File: config.mk
export PLATFORM = sky130hd
export DESIGN_NAME = mux_n_arb
export DESIGN_NICKNAME = d
export VERILOG_FILES = /design/src/rtl/mux_n_arb.sv
export SDC_FILE = /design/constraint.sdc
export NUM_CORES = 1
export LEC_CHECK = 0
export CORE_ASPECT_RATIO = 0.7
export CORE_MARGIN = 5
export CORE_UTILIZATION = 39
export CTS_CLUSTER_DIAMETER = 40
export CTS_CLUSTER_SIZE = 28
export DETAILED_ROUTE_END_ITERATION = 7
export PLACE_DENSITY = 0.95
export SLEW_MARGIN = 15
export SYNTH_ARGS = -nofsm -noshare
export SYNTH_HDL_FRONTEND = slang
export SYNTH_SLANG_ARGS = --single-unit
File: constraint.sdc
create_clock -name clk -period 3.65 [get_ports clk]
set_input_delay 0.5475 -clock clk [delete_from_list [all_inputs] [get_ports clk]]
set_output_delay 0.5475 -clock clk [all_outputs]
set_load 0.005 [all_outputs]
File: src/rtl/mux_n_arb.sv
// mux_n_arb: N-channel registered mux with valid/ready handshakes and explicit-select or round-robin arbitration.
module mux_n_arb #(
  parameter int WIDTH    = 32,
  parameter int CHANNELS = 4,
  parameter int SEL_W    = 2
) (
  input  logic                      clk,
  input  logic                      rst_n,
  input  logic [CHANNELS*WIDTH-1:0] in_data,
  input  logic [CHANNELS-1:0]       in_valid,
  output logic [CHANNELS-1:0]       in_ready,
  input  logic [SEL_W-1:0]          select,
  input  logic                      mode,
  output logic [WIDTH-1:0]          out_data,
  output logic [SEL_W-1:0]          out_chan,
  output logic                      out_valid,
  input  logic                      out_ready
);
  logic [WIDTH-1:0] out_data_q, out_data_d, gnt_data;
  logic [SEL_W-1:0] out_chan_q, out_chan_d, rr_last_q, rr_last_d, gnt;
  logic             out_valid_q, out_valid_d, load_en, gnt_vld, xfer;
  int               idx;
  always_comb begin
    load_en = !out_valid_q || out_ready;
    gnt_vld = 1'b0;
    gnt     = '0;
    idx     = 0;
    if (mode) begin
      // Scan from farthest to nearest so the nearest valid channel after rr_last wins.
      for (int k = CHANNELS; k >= 1; k--) begin
        idx = (int'(rr_last_q) + k) % CHANNELS;
        if (in_valid[idx]) begin
          gnt_vld = 1'b1;
          gnt     = SEL_W'(idx);
        end
      end
    end else begin
      for (int i = 0; i < CHANNELS; i++) begin
        if (select == SEL_W'(i) && in_valid[i]) begin
          gnt_vld = 1'b1;
          gnt     = SEL_W'(i);
        end
      end
    end
    gnt_data = '0;
    for (int i = 0; i < CHANNELS; i++) begin
      if (gnt == SEL_W'(i)) gnt_data = in_data[i*WIDTH +: WIDTH];
    end
    xfer        = rst_n && load_en && gnt_vld;
    in_ready    = xfer ? CHANNELS'(1) << gnt : '0;
    out_data_d  = xfer ? gnt_data : out_data_q;
    out_chan_d  = xfer ? gnt : out_chan_q;
    out_valid_d = xfer ? 1'b1 : (out_ready ? 1'b0 : out_valid_q);
    rr_last_d   = (xfer && mode) ? gnt : rr_last_q;
  end
  always_ff @(posedge clk) begin
    if (!rst_n) begin
      out_data_q  <= '0;
      out_chan_q  <= '0;
      out_valid_q <= 1'b0;
      rr_last_q   <= SEL_W'(CHANNELS - 1);
    end else begin
      out_data_q  <= out_data_d;
      out_chan_q  <= out_chan_d;
      out_valid_q <= out_valid_d;
      rr_last_q   <= rr_last_d;
    end
  end
  assign out_data  = out_data_q;
  assign out_chan  = out_chan_q;
  assign out_valid = out_valid_q;
endmodule

## After elaboration in Yosys (flattened, before gate mapping)

Index checks and enable logic that the tools add are counted.

| operators by class | value |
|---|---|
| reductions and logical operators | 16 |
| bitwise gates (word level) | 4 |
| eq/ne operators | 6 |
| muxes and demuxes | 36 |
| add/subtract/negate cells | 4 |
| magnitude comparators | 4 |
| shift operators | 1 |

Operators by type and width:

| operator | count |
|---|---|
| $mux W32 | 4 |
| $mux W1 | 20 |
| $lt A3 B4 Y1 const B | 4 |
| $mux W2 | 7 |
| $bmux W1 S2 | 4 |
| $eq A2 B2 Y1 const B | 4 |
| $reduce_or A2 Y1 | 4 |
| $logic_and A1 B1 Y1 | 7 |
| $add A2 B1 Y2 const B | 2 |
| $add A2 B2 Y2 const B | 2 |
| $and A1 B1 Y1 const A | 4 |
| $eq A2 B1 Y1 const B | 2 |
| $logic_not A2 Y1 | 2 |
| $mux W4 | 1 |
| $shl A1 B2 Y4 const A | 1 |
| $reduce_bool A2 Y1 | 1 |
| $logic_not A1 Y1 | 1 |
| $logic_or A1 B1 Y1 | 1 |

| storage, ports and cells | value |
|---|---|
| input port bits | 138 |
| logic and storage cells | 75 |
| flip-flop bits (word level) | 37 |

## Logic depth before layout (Yosys ltp)

| depth | value |
|---|---|
| word-level depth | 16 |
| gate-level depth with buffers | 8 |
| gate-level depth less buffers | 6 |

## Worst setup path before layout

No wires, ideal clock.

| timing | value |
|---|---|
| path kind | in2out |
| from | in select[1] |
| to | out in_ready[0] |
| required time | 3.102 ns |
| path buffers | 2 |
| arrival time | 1.813 ns |
| path slack | 1.289 ns |
| stages on the path | 6 |
| cell sequence | mux4_2 > nor2_2 > or3_4 > buf_2 > buf_2 > nor3_1 |

| on the way | value |
|---|---|
| word-level cells in the longest chain between the ends | 9 |
| elaborated cells between the ends (all ways) | 20 |
| classes of those cells | eq/ne (3); shift (1); mux (10); reduce/logical (6) |

Ends and longest elaborated chain:

| item | RTL line | text |
|---|---|---|
| from (decl) | 12 | `input logic [SEL_W-1:0] select,` |
| $logic_not A2 Y1 | 39 | `if (select == SEL_W'(i) && in_valid[i]) begin` |
| $logic_and A1 B1 Y1 | 39 |  |
| $mux W1 (4 in series) | 39 |  |
| $mux W1 | 28 | `if (mode) begin` |
| $logic_and A1 B1 Y1 | 49 | `xfer = rst_n && load_en && gnt_vld;` |
| $mux W4 * | 50 | `in_ready = xfer ? CHANNELS'(1) << gnt : '0;` |
| to (decl) | 11 | `output logic [CHANNELS-1:0] in_ready,` |

Mark *: on every way between the ends. The rest lies on a longest branch, timed or not.

## Final worst setup path

| timing | value |
|---|---|
| from | in in_valid[0] |
| to | out in_ready[3] |

| on the way | value |
|---|---|
| word-level cells in the longest chain between the ends | 10 |
| elaborated cells between the ends (all ways) | 30 |
| classes of those cells | shift (1); mux (27); reduce/logical (2) |

Ends and longest elaborated chain:

| item | RTL line | text |
|---|---|---|
| from (decl) | 10 | `input logic [CHANNELS-1:0] in_valid,` |
| $bmux W1 S2 | 32 | `if (in_valid[idx]) begin` |
| $mux W1 (implied by the code) (2 in series) | 32 |  |
| $mux W2 or $mux W1 (tied branches) (4 in series) | 32 |  |
| $mux W2 or $mux W1 (tied branches) | 28 |  |
| $shl A1 B2 Y4 or $logic_and A1 B1 Y1 (tied branches) | 50, 49 |  |
| $mux W4 * | 50 |  |

Mark *: on every way between the ends. The rest lies on a longest branch, timed or not. The select of a mux whose other input is x is not followed.

==> impl_summary.log <==
[metrics] DIE WIDTH: 106.7 um
[metrics] Arr. time, crit path: 2950 ps
[metrics] Final setup violation count: 0
[metrics] wirelength, routed: 9599 um
[metrics] TritonCTS clock tree: built
[metrics] final total power: 1.508 mW
[metrics] clock slew at reported path FFs: 80 ps
[metrics] area of the core region: 6306 um^2
[metrics] number of synthesis warnings: 0
[metrics] via count of the first global-routing pass: 2,996
[metrics] launch instance of the worst register-to-register path: rr_last_q[0]$_SDFFE_PN1P_
[metrics] post-synth top area share: 28.99%
[metrics] via count: 2,742
[metrics] highest clock rate: 286.2 MHz
[metrics] wire length of the first global-routing pass: 14,890 um
[metrics] initial antenna violation count: 0
[metrics] Seq cells post-synth: 37
[metrics] total global routing overflow: 0
[metrics] register-to-register path setup slack: 800 ps
[metrics] Post-synth EDFFs: 0
[metrics] Period Utilization, post-route: 95.72%
[metrics] Worst Hold Launch: out_chan[0]$_SDFFE_PN0N_
[metrics] die area: 8296 um^2
[metrics] highest-count cells in the layout ignoring fill and taps: sky130_fd_sc_hd__clkdlybuf4s50_1 (176), sky130_fd_sc_hd__mux2i_1 (54), sky130_fd_sc_hd__dfxtp_1 (37)
[metrics] Worst path most repeated cell: sky130_fd_sc_hd__clkdlybuf4s50_1
[metrics] fin. max-slew vios: 0
[metrics] CTS root buf: sky130_fd_sc_hd__clkbuf_8
[metrics] library cells used by synthesis: 40
[metrics] post-layout worst setup margin: 156.1 ps
[metrics] setup repair after global routing missed its margin: false
[metrics] wire per inst: 19.35 um
[metrics] synthesized area divided by synthesized cell count: 10.30 um^2
[metrics] P_leak: 1.704 nW
[metrics] post-layout minimum cycle time: 3494 ps
[metrics] worst slew margin relative to its limit: 39.57%
[metrics] number of sinks handled by clock tree synthesis: 37
[metrics] ratio of cells with drive above 1 in the final layout: 11.48%
[metrics] Hold Path End: out_chan[0]$_SDFFE_PN0N_
[metrics] total iterations of the first detailed-routing run: 4
[metrics] min-delay worst type: reg -> reg
[metrics] effective utilization at floorplan: 40.52%
[metrics] post-synth top area cell: sky130_fd_sc_hd__dfxtp_1
[metrics] Cell Chain, Critical Path: clkdlybuf4s50_1 -> mux4_2 -> nor2_2 -> nor3_4 -> nand2_1 -> a21oi_1 -> clkdlybuf4s50_1
[metrics] maximum number of pins on one net before global-route repair: 55
[metrics] cell depth of the worst flop-to-flop path: 7
[metrics] most frequent standard cell in the layout excluding fill and tap cells: sky130_fd_sc_hd__clkdlybuf4s50_1
[metrics] deepest clock path buffer count: 2
[metrics] CTS H-tree lvls: 2
[metrics] most frequently used flop master after synthesis: sky130_fd_sc_hd__dfxtp_1
[metrics] cell types with the largest area share after synthesis: sky130_fd_sc_hd__dfxtp_1 (29%), sky130_fd_sc_hd__mux2i_1 (21%), sky130_fd_sc_hd__a2111oi_4 (7.5%)
[metrics] # fillers: 494
[metrics] Crit Path Max Fanout: 15
[metrics] Row Count: 24
[metrics] post-synthesis instance area: 2555 um^2
[metrics] RR Endpoint: out_data[20]$_SDFFE_PN0N_
[metrics] count of inserted antenna diode cells: 0
[metrics] detailed-placement wirelength estimate: 7489 um
[metrics] Worst Max-Slew Pin Slew: 906.5 ps
[metrics] highest cell delay on the worst timing path: 590 ps
[metrics] share of flip-flops with an asynchronous set or reset after synthesis: 0%
[metrics] number of design rule violations left after detail routing: 0
[metrics] cell type of the slowest stage on the worst timing path: sky130_fd_sc_hd__nor3_4
[metrics] Final Skew: 1.710 ps
[metrics] final weighted congestion in routability-driven placement: 0.8299
[metrics] net total in the final layout: 555
[metrics] IO Pins: 177
[metrics] area growth from synthesis to final layout: 75.07%
[metrics] final hold violation count: 0
[metrics] Setup Slack @ Placement: -54.47 ps
[metrics] Detailed Route Iter0 Violations: 99
[metrics] clock latency on the worst-skew pair: 280 ps
[metrics] number of routed nets with antenna violations: 0
[metrics] number of maximum-capacitance violations: 0
[metrics] number of instances in the synthesized netlist: 248
[metrics] Cells on Worst Hold Path: 2
[metrics] I/O Buffers: 176
[metrics] Mapped Nets: 386
[metrics] CP Data Required Time: 3100 ps
[metrics] Worst VDD drop: 0.0002293 V
[metrics] routed via count divided by cell count: 5.528
[metrics] GR Util All Layers: 22.26%
[metrics] outcome: completed
[metrics] total CTS buffers: 5
[metrics] crit end category: primary output
[metrics] Post CTS Setup Buffer Count: 0
[metrics] vertical die dimension: 77.72 um
[metrics] sequential cell area fraction in the yosys report: 28.99%
[metrics] Worst Setup Path Type: in -> out
[metrics] Hold Slack: 488.2 ps
[metrics] nature of the critical path startpoint: primary input
[metrics] power per cell area: 337.2 nW/um^2
==> cell type report <==
class | count | area (um^2) | area share (%)
Sequential cell | 37 | 740.7 | 16.56
Multi-Input combinational cell | 183 | 1649 | 36.87
Tap cell | 78 | 97.59 | 2.182
Clock buffer | 5 | 68.82 | 1.538
Timing Repair Buffer | 186 | 1837 | 41.06
Clock inverter | 3 | 65.06 | 1.455
Inverter | 4 | 15.01 | 0.3357
==> worst max path at each step <==
stage	startpoint	to	slack, ps	depth (start not counted)
global placement	select[1]	in_ready[3]	20	7
global route	in_valid[2]	in_ready[0]	10	8
finish	in_valid[0]	in_ready[3]	160	7
floorplan	select[1]	in_ready[0]	1290	6
CTS	in_valid[0]	in_ready[3]	190	7
detailed placement	in_valid[0]	in_ready[3]	-50	7
==> sequential cells by signal (all words and copies together), names as in the netlist <==
register and flops:
out_data 32, out_chan 2, rr_last_q 2, out_valid 1
==> kinds of logic after synthesis <==
family	share of synthesized area (%)
AND/OR/NAND/NOR	14.10
AO/OA/AOI/OAI	27.67
multiplexers	22.48
flip-flops	28.99
buffers and inverters	6.758
==> what timing repair did <==
| action | 4_1_cts | 5_1_grt |
|---|---|---|
| gates resized for setup | 1 | 0 |
| endpoints found under the setup margin | 2 | 0 |
| hold buffers | 0 | 0 |
==> per-stage QoR <==
step                      utilization (%)  cells  TNS, ps  area (um^2)
after floorplan                         -    248        0         2555
after global placement              68.71    488        0         4333
after detailed placement            68.71    488   -81.51         4333
after CTS                           70.93    496        0         4473
after global routing                70.93    496        0         4473
final                               70.93    496        0         4473
==> power by group <==
group | leakage [nW] | internal [mW] | switching, mW
Sequential | 0.306 | 0.460 | 0.0315
Combinational | 1.33 | 0.353 | 0.242
Clock | 0.0681 | 0.272 | 0.150
Total | 1.70 | 1.09 | 0.423
==> synthesized netlist by cell type, types with 2 or more instances <==
library cell                 n
sky130_fd_sc_hd__mux2i_1    54
sky130_fd_sc_hd__dfxtp_1    37
sky130_fd_sc_hd__nand3_1    23
sky130_fd_sc_hd__o221ai_1   22
sky130_fd_sc_hd__nor2_1     13
sky130_fd_sc_hd__a2111oi_2  12
sky130_fd_sc_hd__and3_1     12
sky130_fd_sc_hd__a2111oi_4   7
sky130_fd_sc_hd__buf_2       6
sky130_fd_sc_hd__clkbuf_1    6
sky130_fd_sc_hd__nand2_1     6
sky130_fd_sc_hd__buf_4       5
sky130_fd_sc_hd__buf_6       4
sky130_fd_sc_hd__inv_1       4
sky130_fd_sc_hd__o21ai_0     4
sky130_fd_sc_hd__a21oi_1     3
sky130_fd_sc_hd__nand2b_1    3
sky130_fd_sc_hd__a21o_1      2
sky130_fd_sc_hd__buf_1       2
sky130_fd_sc_hd__nand2_2     2
sky130_fd_sc_hd__o211ai_1    2
==> critical path, delay by kind of cell <==
family                 cells  cell delay [ps]
and+or+nand+nor            3              850
AOI/OAI and AO/OA          1              160
muxes                      1              290
buffers and inverters      2             1100
==> layer usage <==
metal | part of all wire (%) | routed length, um | global-route usage [%]
met2 | 51 | 4909 | 40.95
met5 | 0 | 0 | 0
met1 | 41 | 3891 | 25.39
met4 | 0.84 | 81 | 5.364
met3 | 7.5 | 717 | 6.468
Power figures use the tool's default switching activity.
